`config.mk`:
```
export PLATFORM = sky130hd
export DESIGN_NAME = register_file
export DESIGN_NICKNAME = d
export VERILOG_FILES = /design/src/rtl/register_file_pkg.sv /design/src/rtl/dff.sv /design/src/rtl/mux_n.sv /design/src/rtl/reg_en.sv /design/src/rtl/register_file.sv
export SDC_FILE = /design/constraint.sdc
export NUM_CORES = 2
export LEC_CHECK = 0
export CAP_MARGIN = 0
export CORE_MARGIN = 2
export CORE_UTILIZATION = 45
export CTS_BUF_LIST = sky130_fd_sc_hd__clkbuf_16
export DETAILED_ROUTE_END_ITERATION = 8
export GPL_ROUTABILITY_DRIVEN = 0
export GPL_TIMING_DRIVEN = 0
export MAX_ROUTING_LAYER = met4
export PLACE_DENSITY = 0.62
export RECOVER_POWER = 100
export SYNTH_ARGS = -nofsm -noshare
export SYNTH_HDL_FRONTEND = slang
export SYNTH_HIERARCHICAL = 1
export SYNTH_SLANG_ARGS = --single-unit
```
`constraint.sdc`:
```
create_clock -name clk -period 2.87 [get_ports clk]
set_input_delay 0.574 -clock clk [delete_from_list [all_inputs] [get_ports clk]]
set_output_delay 0.574 -clock clk [all_outputs]
set_load 0.05 [all_outputs]
```
`src/rtl/register_file_pkg.sv`:
```
// Shared processor definitions: datapath width, register-address width and
// the hard-wired zero-register address used by the register file.
package register_file_pkg;

  localparam int DATA_WIDTH = 32;
  localparam int REG_ADDR_W = 5;
  localparam int ZERO_REG   = 0;

endpackage : register_file_pkg

```
`src/rtl/dff.sv`:
```
// Basic WIDTH-bit D flip-flop cell with synchronous active-high reset.
module dff #(
  parameter int WIDTH = 1
) (
  input  logic             clk,
  input  logic             rst,
  input  logic [WIDTH-1:0] d,
  output logic [WIDTH-1:0] q
);

  // NOTE: sequential state uses non-blocking assignments so every flop samples
  // the pre-edge value of its inputs, independent of block ordering.
  always_ff @(posedge clk) begin
    if (rst) q <= '0;
    else     q <= d;
  end

endmodule : dff

```
`src/rtl/mux_n.sv`:
```
// Generic 2**SEL_W : 1 multiplexer of WIDTH-bit words.
module mux_n #(
  parameter int WIDTH = 32,
  parameter int SEL_W = 5
) (
  input  logic [WIDTH-1:0] din [2**SEL_W],
  input  logic [SEL_W-1:0] sel,
  output logic [WIDTH-1:0] dout
);

  assign dout = din[sel];

endmodule : mux_n

```
`src/rtl/reg_en.sv`:
```
// WIDTH-bit register with load enable and synchronous reset, built on dff.
module reg_en #(
  parameter int WIDTH = 32
) (
  input  logic             clk,
  input  logic             rst,
  input  logic             en,
  input  logic [WIDTH-1:0] d,
  output logic [WIDTH-1:0] q
);

  logic [WIDTH-1:0] d_next;

  // NOTE: the hold path feeds q back explicitly; a combinational block that
  // left d_next unassigned on some path would infer a latch instead.
  always_comb begin
    d_next = q;
    if (en) d_next = d;
  end

  dff #(.WIDTH(WIDTH)) u_dff (
    .clk (clk),
    .rst (rst),
    .d   (d_next),
    .q   (q)
  );

endmodule : reg_en

```
`src/rtl/register_file.sv`:
```
// Two-read, one-write register file; R0 is hard-wired to zero and has no
// storage, reads are combinational with no write-to-read bypass.
module register_file
  import register_file_pkg::*;
#(
  parameter int WIDTH  = DATA_WIDTH,
  parameter int ADDR_W = REG_ADDR_W
) (
  input  logic              clk,
  input  logic              rst,
  input  logic [ADDR_W-1:0] ra,
  input  logic [ADDR_W-1:0] rb,
  input  logic [ADDR_W-1:0] rw,
  input  logic              reg_wr,
  input  logic [WIDTH-1:0]  bus_w,
  output logic [WIDTH-1:0]  bus_a,
  output logic [WIDTH-1:0]  bus_b
);

  localparam int NREG = 2**ADDR_W;

  logic [WIDTH-1:0] regs [NREG];
  logic [NREG-1:1]  we;

  assign regs[ZERO_REG] = '0;

  // One-hot write decode gated by reg_wr; the R0 output is never generated,
  // so writes to address 0 are dropped without touching any other register.
  for (genvar i = 1; i < NREG; i++) begin : g_reg
    assign we[i] = reg_wr && (rw == ADDR_W'(i));

    reg_en #(.WIDTH(WIDTH)) u_reg (
      .clk (clk),
      .rst (rst),
      .en  (we[i]),
      .d   (bus_w),
      .q   (regs[i])
    );
  end

  mux_n #(.WIDTH(WIDTH), .SEL_W(ADDR_W)) u_mux_a (
    .din  (regs),
    .sel  (ra),
    .dout (bus_a)
  );

  mux_n #(.WIDTH(WIDTH), .SEL_W(ADDR_W)) u_mux_b (
    .din  (regs),
    .sel  (rb),
    .dout (bus_b)
  );

endmodule : register_file
```
==> metrics.yaml <==
layout:
  reg_top3: "g.u_reg/u_dff/q (992)"
  layout-area-overhead-vs-synth_pct: 13.6
  finalNetCount: 5939
  largest_register_ffs: 992
  layout-drive-gt1-share: 0.236
  largest_register: "g.u_reg/u_dff/q"
  fin_area_sq_mm: 0.0700
  fillCellCount: 12500
clock_network:
  cts_tree: "yes"
  clock_latency_ns: 0.73
  clock-sinks: 992
  tritoncts_buffers: 112
  clock_tree.buffer_depth: 3
  htree_levels: 3
  cts_root_buf: "sky130_fd_sc_hd__clkbuf_16"
  clk_transition_reported_paths_ns: 0.06
detailed_routing:
  drt_iter0_drc: 4375
  vias_after_detailed_routing: 45700
  firstDrtPassIters: 6
  drc_errors: 0
  per_cell_via_count_in_the_routed_design: 5.89
  wl_per_cell_um: 29.0
  wl_um: 225000
  drt.antenna.violating_nets: 0
yosys:
  synth.cells.most_frequent: "1024 x sky130_fd_sc_hd__mux2i_1, 994 x sky130_fd_sc_hd__nor2b_1, 992 x sky130_fd_sc_hd__dfxtp_1"
  postSynthRegisterBits: 992
  synth_top_cells_by_area: "sky130_fd_sc_hd__dfxtp_1 32%, sky130_fd_sc_hd__mux2_4 23%, sky130_fd_sc_hd__mux2i_1 17%"
  synth.most_common_cell: "sky130_fd_sc_hd__mux2i_1"
  synth-warning-count: 6
  post_synth_instance_area_sq_mm: 0.0616
  ys.flop_type: "sky130_fd_sc_hd__dfxtp_1"
  syn-instance-count: 5556
  synth-edff-count: 0
  synthesis.area_per_instance_sq_um: 11.1
  sequential_cell_area_fraction_in_the_yosys_report: 0.322
  post-synth-top-area-fraction: 0.322
  async_reset_ff_frac: 0
  yosysTopAreaCell: "sky130_fd_sc_hd__dfxtp_1"
  synth.lib_cells_used.distinct: 29
power_and_ir_drop:
  max-vdd-ir-drop_mv: 0.451
  power_per_cell_area_mw_per_mm2: 485
  power.share.sequential: 0.411
  p_leak_uw: 0.0306
  power.switching_fraction: 0.290
  power.clock.fraction: 0.428
  pwr-share-comb: 0.161
  netsw_uw: 9850
  p_int_uw: 24100
timing:
  fin_crit_ns: 3.00
  fin_skew_ns: 0
  fmax_mhz: 334
  final_hold_viol_count: 0
  max_slew_headroom: 0.0332
  fin_worst_hold_slack_ns: 0.365
  drv_slew: 0
  worst_slew_pin_slew_ns: 1.45
  grt_setup_unrepaired: "true"
  finalSetupViolCount: 150
  post_route_fraction_of_the_period_consumed_by_the_critical_path: 1.04
  worst_slack_ns: -0.125
grt:
  overflow: 0
  grtUsageTotal: 0.319
  antenna_found_initial: 6
  vias_in_the_first_global_route: 44700
  wire_length_of_the_first_global_routing_pass_um: 323000
  pin_count_of_the_biggest_net_entering_global_routing: 83
hold_path:
  holdCritPathClass: "primary input to flip-flop"
placement:
  buffer_ports.inserted: 111
  dp_hpwl_um: 159000
  dpl-instance-area_sq_mm: 0.0653
floorplan:
  chipHeight_um: 374
  core_area_sq_mm: 0.136
  die-width_um: 374
  die-area_sq_mm: 0.140
  floorplan.initialDensity: 0.454
  row_count: 135
  io_pins: 114
status:
  outcome: "finished with violations"
  violations: "negative setup slack"
setup_path:
  cp.arrival_ns: 3.62
  crit_path_launch_type: "primary input"
  path_max_fanout: 10
  timing_worst_setup_path_type: "primary input to flip-flop"
  critPathRequiredTime_ns: 3.49
  setup.worst_path.end_class: "flip-flop"
flow_run:
  number_of_violations_of_the_max_capacitance_limit: 0
stage by stage:
| stage | setup slack (ns) | total power (uW) | util | setup TNS [ns] | instances |
|---|---|---|---|---|---|
| 2_1_floorplan | 0.310 | 16900 | - | 0 | 5619 |
| 3_3_place_gp | -5.28 | 18900 | 0.481 | -5247.02 | 7511 |
| 3_5_place_dp | -2.43 | 18900 | 0.481 | -154.43 | 7519 |
| 4_1_cts | -0.0285 | 34100 | 0.540 | -0.164 | 7741 |
| 5_1_grt | -0.0825 | 34800 | 0.516 | -2.50 | 7757 |
| 6_report | -0.125 | 34000 | 0.516 | -4.99 | 7760 |
path summary, 6_finish.rpt:
kind / from / end / slack (ns) / depth (start not counted)
worst min-delay path: rst / g_reg[13].u_reg/u_dff/q[29] / 0.36 / 2
worst min register to register: g_reg[28].u_reg/u_dff/q[15] / g_reg[28].u_reg/u_dff/q[15] / 0.60 / 2
worst max register to register: g_reg[29].u_reg/u_dff/q[26] / g_reg[29].u_reg/u_dff/q[26] / 1.94 / 2
worst max-delay path: rw[4] / g_reg[1].u_reg/u_dff/q[25] / -0.13 / 7
power by group through the flow:
stage | sequential, uW | combinational, uW | clock, uW
2_1_floorplan | 14200 | 2660 | 0
3_3_place_gp | 14300 | 4650 | 0
3_5_place_dp | 14300 | 4610 | 0
4_1_cts | 14000 | 5400 | 14700
5_1_grt | 14000 | 5540 | 15300
6_report | 14000 | 5450 | 14600
cell families after synthesis:
group / count (synthesis) / synth area share
flops: 992 / 0.322
simple gates: 1499 / 0.138
buf+inv: 472 / 0.0718
other cells: 1 / 0.0000608
mux: 2016 / 0.404
compound gates: 576 / 0.0637
cell usage in the layout, fill, tap and decap left out, drive strengths merged:
master and count:
clkdlybuf4s15 1, clkinvlp 6, nor2 33, nand4 1
nand2 195, mux2 992, a22oi 192, a21oi 192
a22o 128, a31oi 64, nand2b 6, diode 4
clkinv 47, clkdlybuf4s50 4, nand4b 3, dlygate4sd3 4
bufinv 12, or2 3, or4b 1, nand3 192
conb 64, dfxtp 992, nor3 64, and2b 2
nand4bb 3, mux2i 1024, clkbuf 317, inv 19
nor2b 994, buf 418, and2 2
final cells by class:
| class | instances | area, sq um | area share |
|---|---|---|---|
| timing repair buffer | 158 | 1770 | 0.0252 |
| tap | 1781 | 2230 | 0.0318 |
| sequential | 992 | 19900 | 0.284 |
| clock buffer | 116 | 2900 | 0.0415 |
| multi-input combinational | 4155 | 38100 | 0.543 |
| clock inverter | 84 | 694 | 0.00992 |
| buffer | 470 | 4470 | 0.0639 |
| antenna | 4 | 10.0 | 0.000143 |
critical path, cell delays in order:
cell and delay [ns]:
sky130_fd_sc_hd__dlygate4sd3_1 0.75, sky130_fd_sc_hd__or4b_1 0.75, sky130_fd_sc_hd__nor2_1 0.15, sky130_fd_sc_hd__clkbuf_1 0.57, sky130_fd_sc_hd__buf_4 0.36, sky130_fd_sc_hd__mux2_4 0.31
sky130_fd_sc_hd__nor2b_1 0.14
per-layer routing:
layer / wire length, um / vias up / track usage
li1: - / 20400 / -
met1: 99200 / 22800 / 0.428
met2: 97900 / 2001 / 0.479
met3: 17600 / 492 / 0.0521
met4: 10700 / 0 / 0.122
met5: 0 / - / -
timing repair:
action / 4_1_cts / 5_1_grt
cloned: 7 / 7
buffers inserted: 17 / 9
endpoints found under the setup margin: 64 / 61
hold buffers: 0 / 0
gates resized for setup: 1350 / 142
pin swaps: 103 / 80
Note: power is estimated with default switching activity, not from simulation.
